**config.mk**
```make
export PLATFORM = sky130hd
export DESIGN_NAME = labs_sequence_source
export DESIGN_NICKNAME = d
export VERILOG_FILES = /design/src/rtl/labs_sequence_source.sv
export SDC_FILE = /design/constraint.sdc
export NUM_CORES = 1
export LEC_CHECK = 0
export BUFFER_PORTS_ARGS = -buffer_cell sky130_fd_sc_hd__buf_2
export CAP_MARGIN = 10
export CELL_PAD_IN_SITES_DETAIL_PLACEMENT = 0
export CELL_PAD_IN_SITES_GLOBAL_PLACEMENT = 1
export CORE_MARGIN = 5
export CORE_UTILIZATION = 37
export CTS_CLUSTER_DIAMETER = 100
export DETAILED_ROUTE_END_ITERATION = 7
export PLACE_DENSITY = 0.71
export SKIP_LAST_GASP = 1
export SYNTH_ARGS = -nofsm -noshare
export SYNTH_HDL_FRONTEND = slang
export SYNTH_SLANG_ARGS = --single-unit
```
**constraint.sdc**
```tcl
create_clock -name clk -period 13.83 [get_ports clk]
set_input_delay 4.149 -clock clk [delete_from_list [all_inputs] [get_ports clk]]
set_output_delay 4.149 -clock clk [all_outputs]
set_load 0.02 [all_outputs]
```
**src/rtl/labs_sequence_source.sv**
```systemverilog
// labs_sequence_source
//   Producer of the sequence/energy stream consumed by the minimum-energy
//   tracker. A start pulse enumerates every symmetry-reduced binary sequence
//   of length SEQ_WIDTH. The LABS energy of each sequence is built up one
//   autocorrelation lag per cycle, so a new beat appears every SEQ_WIDTH-1
//   cycles.
//
// Parameters
//   SEQ_WIDTH  sequence length N in bits (>= 3)
//   E_WIDTH    energy width; accumulation saturates at all-ones
//
// Ports
//   clk        clock
//   rst        synchronous active-high reset
//   i_start    start pulse, sampled only in IDLE
//   i_first    first counter value of the run (LABS_SRC_PARTITION_EN only)
//   i_last     last counter value of the run  (LABS_SRC_PARTITION_EN only)
//   o_busy     high while enumerating; this is also the FSM state (1 = CALC)
//   o_done     one-cycle pulse, coincident with the final o_valid
//   o_seq      sequence bits, bit i = 1 means s_i = -1
//   o_e        energy of o_seq
//   o_valid    one-cycle beat qualifier
//
// Stream handshake: there is no ready. The consumer must capture
// {o_seq, o_e} in every cycle where o_valid is high. o_seq and o_e hold
// their values between beats.
//
// Optional feature, macro LABS_SRC_PARTITION_EN: adds i_first/i_last so
// that several instances can split the search space. When i_first > i_last
// only the sequence for i_first is emitted.

module labs_sequence_source #(
    parameter int SEQ_WIDTH = 8,
    parameter int E_WIDTH   = 20
) (
    input  logic                 clk,
    input  logic                 rst,
    input  logic                 i_start,
`ifdef LABS_SRC_PARTITION_EN
    input  logic [SEQ_WIDTH-3:0] i_first,
    input  logic [SEQ_WIDTH-3:0] i_last,
`endif
    output logic                 o_busy,
    output logic                 o_done,
    output logic [SEQ_WIDTH-1:0] o_seq,
    output logic [E_WIDTH-1:0]   o_e,
    output logic                 o_valid
);

    localparam int CNT_W = SEQ_WIDTH - 2;
    localparam int CW    = $clog2(SEQ_WIDTH) + 1;
    localparam int SQW   = 2 * CW;
    localparam int SUMW  = ((E_WIDTH > SQW) ? E_WIDTH : SQW) + 1;

    localparam logic [CNT_W-1:0]   LIMIT  = '1;
    localparam logic [CW-1:0]      K_LAST = CW'(SEQ_WIDTH - 1);
    localparam logic [CW-1:0]      N_C    = CW'(SEQ_WIDTH);
    localparam logic [E_WIDTH-1:0] E_MAX  = '1;

    typedef enum logic {
        ST_IDLE = 1'b0,
        ST_CALC = 1'b1
    } state_t;

    state_t               r_state;
    state_t               w_next_state;
    logic [CNT_W-1:0]     r_counter;
    logic [CNT_W-1:0]     r_last;
    logic [CW-1:0]        r_k;
    logic [E_WIDTH-1:0]   r_acc;

    logic [SEQ_WIDTH-1:0] w_cur_seq;
    logic [SEQ_WIDTH-1:0] w_mask;
    logic [SEQ_WIDTH-1:0] w_diff;
    logic [CW-1:0]        w_pop;
    logic [CW-1:0]        w_ck;
    logic [CW-1:0]        w_abs;
    logic [SQW-1:0]       w_sq;
    logic [SUMW-1:0]      w_sum;
    logic [E_WIDTH-1:0]   w_acc_next;
    logic [CNT_W-1:0]     w_first;
    logic [CNT_W-1:0]     w_range_last;
    logic                 w_start_ok;
    logic                 w_last_k;
    logic                 w_last_seq;

    // Bits 0 and 1 are pinned to +1: negation and alternating-sign symmetry
    // leave every energy class represented with that prefix.
    assign w_cur_seq = {r_counter, 2'b00};

    // Lag-k correlation: products s_i*s_{i+k} are -1 exactly where the bits
    // differ, so C_k = (N-k) - 2*(number of differing pairs).
    assign w_mask = {SEQ_WIDTH{1'b1}} >> r_k;
    assign w_diff = (w_cur_seq ^ (w_cur_seq >> r_k)) & w_mask;

    always_comb begin
        w_pop = '0;
        for (int i = 0; i < SEQ_WIDTH; i++) begin
            w_pop = w_pop + CW'(w_diff[i]);
        end
    end

    assign w_ck  = N_C - r_k - (w_pop << 1);
    assign w_abs = w_ck[CW-1] ? (~w_ck + CW'(1)) : w_ck;
    assign w_sq  = SQW'(w_abs) * SQW'(w_abs);

    // Sum is formed one bit wider than both operands so the clamp sees any
    // overflow instead of a wrapped value.
    assign w_sum      = SUMW'(r_acc) + SUMW'(w_sq);
    assign w_acc_next = (w_sum > SUMW'(E_MAX)) ? E_MAX : w_sum[E_WIDTH-1:0];

`ifdef LABS_SRC_PARTITION_EN
    // A reversed range collapses to the single sequence at i_first.
    assign w_first      = i_first;
    assign w_range_last = (i_first > i_last) ? i_first : i_last;
`else
    assign w_first      = '0;
    assign w_range_last = LIMIT;
`endif

    // A start arriving while the done pulse is still showing belongs to the
    // run that just ended and is dropped; a restart needs a fresh pulse.
    assign w_start_ok = i_start && !o_done;
    assign w_last_k   = (r_k == K_LAST);
    assign w_last_seq = (r_counter == r_last);

    assign o_busy = (r_state == ST_CALC);

    always_ff @(posedge clk) begin
        if (rst) begin
            r_state <= ST_IDLE;
        end else begin
            r_state <= w_next_state;
        end
    end

    always_comb begin
        w_next_state = r_state;
        case (r_state)
            ST_IDLE: begin
                if (w_start_ok) begin
                    w_next_state = ST_CALC;
                end
            end
            ST_CALC: begin
                if (w_last_k && w_last_seq) begin
                    w_next_state = ST_IDLE;
                end
            end
            default: w_next_state = ST_IDLE;
        endcase
    end

    always_ff @(posedge clk) begin
        if (rst) begin
            r_counter <= '0;
            r_last    <= LIMIT;
            r_k       <= CW'(1);
            r_acc     <= '0;
            o_seq     <= '0;
            o_e       <= E_MAX;
            o_valid   <= 1'b0;
            o_done    <= 1'b0;
        end else begin
            o_valid <= 1'b0;
            o_done  <= 1'b0;
            case (r_state)
                ST_IDLE: begin
                    if (w_start_ok) begin
                        r_counter <= w_first;
                        r_last    <= w_range_last;
                        r_k       <= CW'(1);
                        r_acc     <= '0;
                    end
                end
                ST_CALC: begin
                    if (!w_last_k) begin
                        r_acc <= w_acc_next;
                        r_k   <= r_k + CW'(1);
                    end else begin
                        o_seq   <= w_cur_seq;
                        o_e     <= w_acc_next;
                        o_valid <= 1'b1;
                        r_acc   <= '0;
                        r_k     <= CW'(1);
                        if (w_last_seq) begin
                            o_done <= 1'b1;
                        end else begin
                            r_counter <= r_counter + CNT_W'(1);
                        end
                    end
                end
                default: ;
            endcase
        end
    end

endmodule

```
Yosys cells after proc, flatten, opt, wreduce, memory -nomap -nowiden
Index checks and enable logic that the tools add are counted.

storage, ports and cells
  output and inout port bits = 31
  register bits = 59
  input bits = 3

operators by class
  add/sub/neg operators = 13
  magnitude comparators = 1
  eq/ne operators = 5
  reductions and logical operators = 7
  multiplexer cells = 17
  multipliers = 1
  bitwise logic cells = 5
  shifts and indexed selects = 2

operators with widths
  operator              count
  $mux 20               3
  $pmux 20 s2           1
  $add 20x8->21         1
  $gt 21x20->1 const B  1
  $mux 6                3
  $add 3x1->3           5
  $mux 4                3
  $pmux 6 s2            1
  $add 4x1->4 const B   2
  $and 8x8->8           1
  $mul 4x4->8           1
  $pmux 4 s2            1
  $shr 8x4->8           1
  $shr 8x4->8 const A   1
  $xor 8x8->8           1
  $add 6x1->6 const B   1
  $eq 6x6->1 const B    1
  $eq 4x3->1 const B    1
  $mux 1                4
  $ne 2x2->1 const B    2
  $not 4->4             1
  $sub 4x4->4           1
  $sub 4x4->4 const A   1
  $add 2x1->3           1
  other kinds (10)      12

Logic depth before layout (Yosys ltp)
  word-level depth = 20
  gate-level depth with buffers = 30
  depth with buffers taken out = 27

Worst setup path after synthesis
No wires, ideal clock.

  path kind = reg2reg
  start = register r_k[0]
  end = register r_acc[15]
  cell stages (with the launch flop) = 28
  data required time = 13,753 ps
  setup slack = 6,432 ps
  path buffers = 1
  library setup time = 77 ps
  data arrival time = 7,321 ps
  cell sequence = dfxtp_1 clkbuf_1 clkinv_1 nor2_1 a311oi_1 a2111o_1 fa_1 fa_1 fa_1 inv_1 ha_1 fa_1 inv_1 ha_1 inv_1 fa_1 xor2_1 xnor2_1 a21oi_1 a22oi_1 fa_1 inv_1 ha_1 o211ai_1 o211ai_4 nand4_4 or4_1 a41oi_2

between the ends
  longest elaborated chain between the ends = 20

ends and longest elaborated chain
  what                       RTL line  text
  start: declaration         69        logic [CW-1:0] r_k;
  start signal: assignment   179       r_k <= r_k + CW'(1);
  $shr 8x4->8                94        assign w_diff = (w_cur_seq ^ (w_cur_seq >> r_k)) & w_mask;
  $xor 8x8->8                94
  $and 8x8->8                94
  $add 1x1->2                99        w_pop = w_pop + CW'(w_diff[i]);
  $add 2x1->3                99
  $add 3x1->3 (5 in series)  99
  $sub 4x4->4                103       assign w_ck = N_C - r_k - (w_pop << 1);
  $not 4->4                  104       assign w_abs = w_ck[CW-1] ? (~w_ck + CW'(1)) : w_ck;
  $add 4x1->4                104
  $mux 4                     104
  $mul 4x4->8                105       assign w_sq = SQW'(w_abs) * SQW'(w_abs);
  $add 20x8->21              109       assign w_sum = SUMW'(r_acc) + SUMW'(w_sq);
  $gt 21x20->1               110       assign w_acc_next = (w_sum > SUMW'(E_MAX)) ? E_MAX : w_sum[E_WIDTH-1:0];
  $mux 20                    110
  $mux 20 *                  177       if (!w_last_k) begin
  $pmux 20 s2 *              167       case (r_state)
  end signal: assignment     178       r_acc <= w_acc_next;
  end: declaration           70        logic [E_WIDTH-1:0] r_acc;

Mark *: on every way between the ends. The rest lies on a longest branch, timed or not.
A chain may end at the register's enable or synchronous reset.

Worst setup path after layout
  start = register r_k[0]
  end = register r_acc[11]

Same word-level chain as after synthesis.

==> impl_summary.log <==
INFO  metric netlist_instances = 464
INFO  metric cts_hold_repair.buffers = 0
INFO  metric clk_transition_reported_paths = 80 ps
INFO  metric rrSetupSlack = 5270 ps
INFO  metric leakage = 1.690 nW
INFO  metric postCtsSetupBuffers = 0
INFO  metric worstHoldPathCells = 2
INFO  metric worstSkewPairLatency = 340 ps
INFO  metric synth_enable_flop_cells = 0
INFO  metric drive_gt1_share = 14.67%
INFO  metric grt_first_pass_wirelength = 16760 um
INFO  metric rsz0062_at_grt = false
INFO  metric synth.ff_latch_count = 59
INFO  metric detailedPlacementHpwl = 7034 um
INFO  metric crit_fanout = 19
INFO  metric setup_violation_total_in_the_final_timing_report = 0
INFO  metric cpMostUsedCell = sky130_fd_sc_hd__fa_1
INFO  metric synth_sequential_area_ratio = 30.37%
INFO  metric timing.setup.critical_path_class = reg -> reg
INFO  metric synth_top_cell_by_area = sky130_fd_sc_hd__dfxtp_1
INFO  metric crit_path_launch = r_k[0]
INFO  metric postLayoutCoreUtil = 42.07%
INFO  metric initial_utilization = 37.84%
INFO  metric cp-end-kind = flip-flop
INFO  metric boundaryPins = 34
INFO  metric post-synth-top-area-fraction = 30.37%
INFO  metric max_slew_margin = 40.33%
INFO  metric insertedDiodeCount = 0
INFO  metric gp_routability_congestion = 0.8395
INFO  metric final_net_count = 513
INFO  metric run_status = finished clean
INFO  metric fin_total_pwr = 480.3 uW
INFO  metric critPathCapture = r_acc[11]
INFO  metric worst-r2r-cell-count = 26
INFO  metric powerDensity = 111.1 mW/mm^2
INFO  metric clock_skew = 7.744 ps
INFO  metric netlist_area = 0.003889 mm^2
INFO  metric holdCritPathClass = reg -> reg
INFO  metric ctsHtreeMaxLevel = 3
INFO  metric cts_tree = yes
INFO  metric dr.first_iter.drc_count = 257
INFO  metric layout-area-overhead-vs-synth = 11.20%
INFO  metric max_stage_delay = 780 ps
INFO  metric max_cap_violations = 0
INFO  metric tightest_slew = 895.0 ps
INFO  metric layout_commonest_cell = sky130_fd_sc_hd__dfxtp_1
INFO  metric worstReg2RegStart = r_k[0]
INFO  metric synth.yosys.warnings = 0
INFO  metric most_frequent_cells_in_the_layout = sky130_fd_sc_hd__dfxtp_1, sky130_fd_sc_hd__nand2_1, sky130_fd_sc_hd__a21oi_1
INFO  metric timing.critical_path.max_delay_family = adder cells
INFO  metric drt_wl_total = 10160 um
INFO  metric numCtsBuffers = 9
INFO  metric gr-total-overflow = 0
INFO  metric critPathLaunchType = flip-flop
INFO  metric clock_tree.buffer_depth = 2
INFO  metric cp_data_arrival_time = 8820 ps
INFO  metric floorplan.core_area = 0.01028 mm^2
INFO  metric first_global_vias = 3285
INFO  metric combined_global_route_utilization_of_all_metal_layers = 16.18%
INFO  metric synth.avg_cell_area = 8.381 um^2
INFO  metric post_route_setup_tns = 0 ps
INFO  metric cts_root_cell = sky130_fd_sc_hd__clkbuf_8
INFO  metric synth_cell_type_count = 70
INFO  metric maxSlewViolCount = 0
INFO  metric vdd.ir_drop.worst = 0.00005390 V
INFO  metric final-hold-violation-count = 0
INFO  metric clock_sinks = 59
INFO  metric timing.critical_path.slowest_stage_cell = sky130_fd_sc_hd__dfxtp_1
INFO  metric achievable-frequency = 0.1168 GHz
INFO  metric routedWlPerCell = 16.38 um
INFO  metric buffer_ports.inserted = 31
INFO  metric ant_nets = 0
INFO  metric cp_num_buf_inv = 5
INFO  metric dieArea = 0.01266 mm^2
INFO  metric critical_path_cell_count = 26
INFO  metric regToRegEndpoint = r_acc[11]
INFO  metric die-width = 112.5 um
INFO  metric synthTopCellsByArea = sky130_fd_sc_hd__dfxtp_1, sky130_fd_sc_hd__ha_1, sky130_fd_sc_hd__nand2_1
INFO  metric number_of_antenna_violations_at_the_first_check_in_global_routing = 0
INFO  metric grt_start_max_net_pins = 47
INFO  metric fp.dieH = 112.5 um
INFO  metric worstPathRequired = 14090 ps
INFO  metric cts_resized = 0
INFO  metric final_period_minus_worst_setup_slack = 8564 ps
INFO  metric detailroute.via_count = 3404
INFO  metric number_of_core_rows = 37
INFO  metric total_drc_errors_in_the_routed_layout = 0
INFO  metric post_drt_via_cell_ratio = 5.490
INFO  metric synthFlopType = sky130_fd_sc_hd__dfxtp_1
INFO  metric synth_async_sr_flop_share = 0%
INFO  metric drt_pre_antenna_iters = 5
INFO  metric fin_crit_sh = 61.92%
[state kept, by name, summed over array words and instances (netlist names)]
signal     count
r_counter      6
o_busy         1
o_done         1
o_seq          6
r_k            4
o_valid        1
r_acc         20
o_e           20
[synthesized netlist by cell type (all sizes together), types with 6 or more instances]
cell type	number
dfxtp	59
nand2	47
a21oi	34
nor2	32
o21ai	27
inv	26
ha	24
clkbuf	21
nor3	18
nand3	15
xor2	14
buf	12
xnor2	11
mux2i	8
a22oi	7
fa	7
and3	6
nand4	6
o21a	6
[worst register-to-register path: stages, from the launching register on]
cell and delay [ps]:
sky130_fd_sc_hd__dfxtp_1 780, sky130_fd_sc_hd__clkinv_1 480, sky130_fd_sc_hd__nor2_1 200, sky130_fd_sc_hd__a311oi_1 60, sky130_fd_sc_hd__a2111o_1 440, sky130_fd_sc_hd__fa_1 490
sky130_fd_sc_hd__fa_1 530, sky130_fd_sc_hd__fa_1 550, sky130_fd_sc_hd__inv_1 40, sky130_fd_sc_hd__ha_1 190, sky130_fd_sc_hd__fa_1 470, sky130_fd_sc_hd__inv_1 40
sky130_fd_sc_hd__ha_1 260, sky130_fd_sc_hd__inv_1 50, sky130_fd_sc_hd__fa_1 430, sky130_fd_sc_hd__xor2_1 180, sky130_fd_sc_hd__xnor2_1 450, sky130_fd_sc_hd__a21oi_1 170
sky130_fd_sc_hd__a22oi_1 300, sky130_fd_sc_hd__fa_1 460, sky130_fd_sc_hd__inv_1 70, sky130_fd_sc_hd__ha_1 260, sky130_fd_sc_hd__or3_4 190, sky130_fd_sc_hd__o221ai_2 130
sky130_fd_sc_hd__a2111oi_4 730, sky130_fd_sc_hd__nand2_1 290, sky130_fd_sc_hd__a41oi_1 250
[worst min path at each step]
stage	startpoint	endpoint	slack [ps]
2_1_floorplan	r_acc[8]	r_acc[8]	440
3_3_place_gp	o_seq[3]	o_seq[3]	440
3_5_place_dp	o_seq[3]	o_seq[3]	450
4_1_cts	r_acc[1]	r_acc[1]	460
5_1_grt	r_acc[1]	r_acc[1]	480
6_report	o_seq[2]	o_seq[2]	460
[cell families (layout without fill, tap and decap cells)]
group	after synthesis	count (layout)	synth area share (%)
DFF	59	59	30.37
adders and majority gates	31	31	11.33
and+or+nand+nor	147	147	18.57
buffers and inverters	60	78	6.499
muxes	9	9	2.349
AOI/OAI and AO/OA	130	130	24.49
other	2	4	0.1931
xor gates and xnor gates	26	26	6.210
[final cells by class]
cell class | instances | area [um^2]
inverters | 27 | 101.3
well taps | 136 | 170.2
flip-flops and latches | 59 | 1181
clock buffers | 9 | 123.9
repair buffers | 35 | 185.2
fillers | 1109 | 5953
clock inverters | 7 | 100.1
multi-input cells | 347 | 2462
[layer usage]
metal	global-route usage [%]	vias up	routed length, um
li1	-	1701	-
met1	21.31	1624	4832
met2	26.78	64	4880
met3	2.911	15	307
met4	5.369	0	136
met5	0	-	0
[where the power goes]
group	internal [mW]	total [mW]	leakage [nW]	switching [mW]
clock	0.103	0.182	0.114	0.0788
sequential	0.175	0.181	0.477	0.00612
combinational	0.0451	0.118	1.10	0.0727
[stage by stage]
stage / setup slack, ps / instances / hold WS (ps) / area, um^2
after global placement: 5571 / 604 / 443.8 / 4100
after CTS: 5246 / 620 / 462.6 / 4324
final: 5266 / 620 / 456.0 / 4324
after detailed placement: 5318 / 604 / 448.9 / 4100
after floorplan: 6432 / 466 / 436.2 / 3896
after global routing: 4507 / 620 / 480.1 / 4324
(Power assumes the default switching activity.)
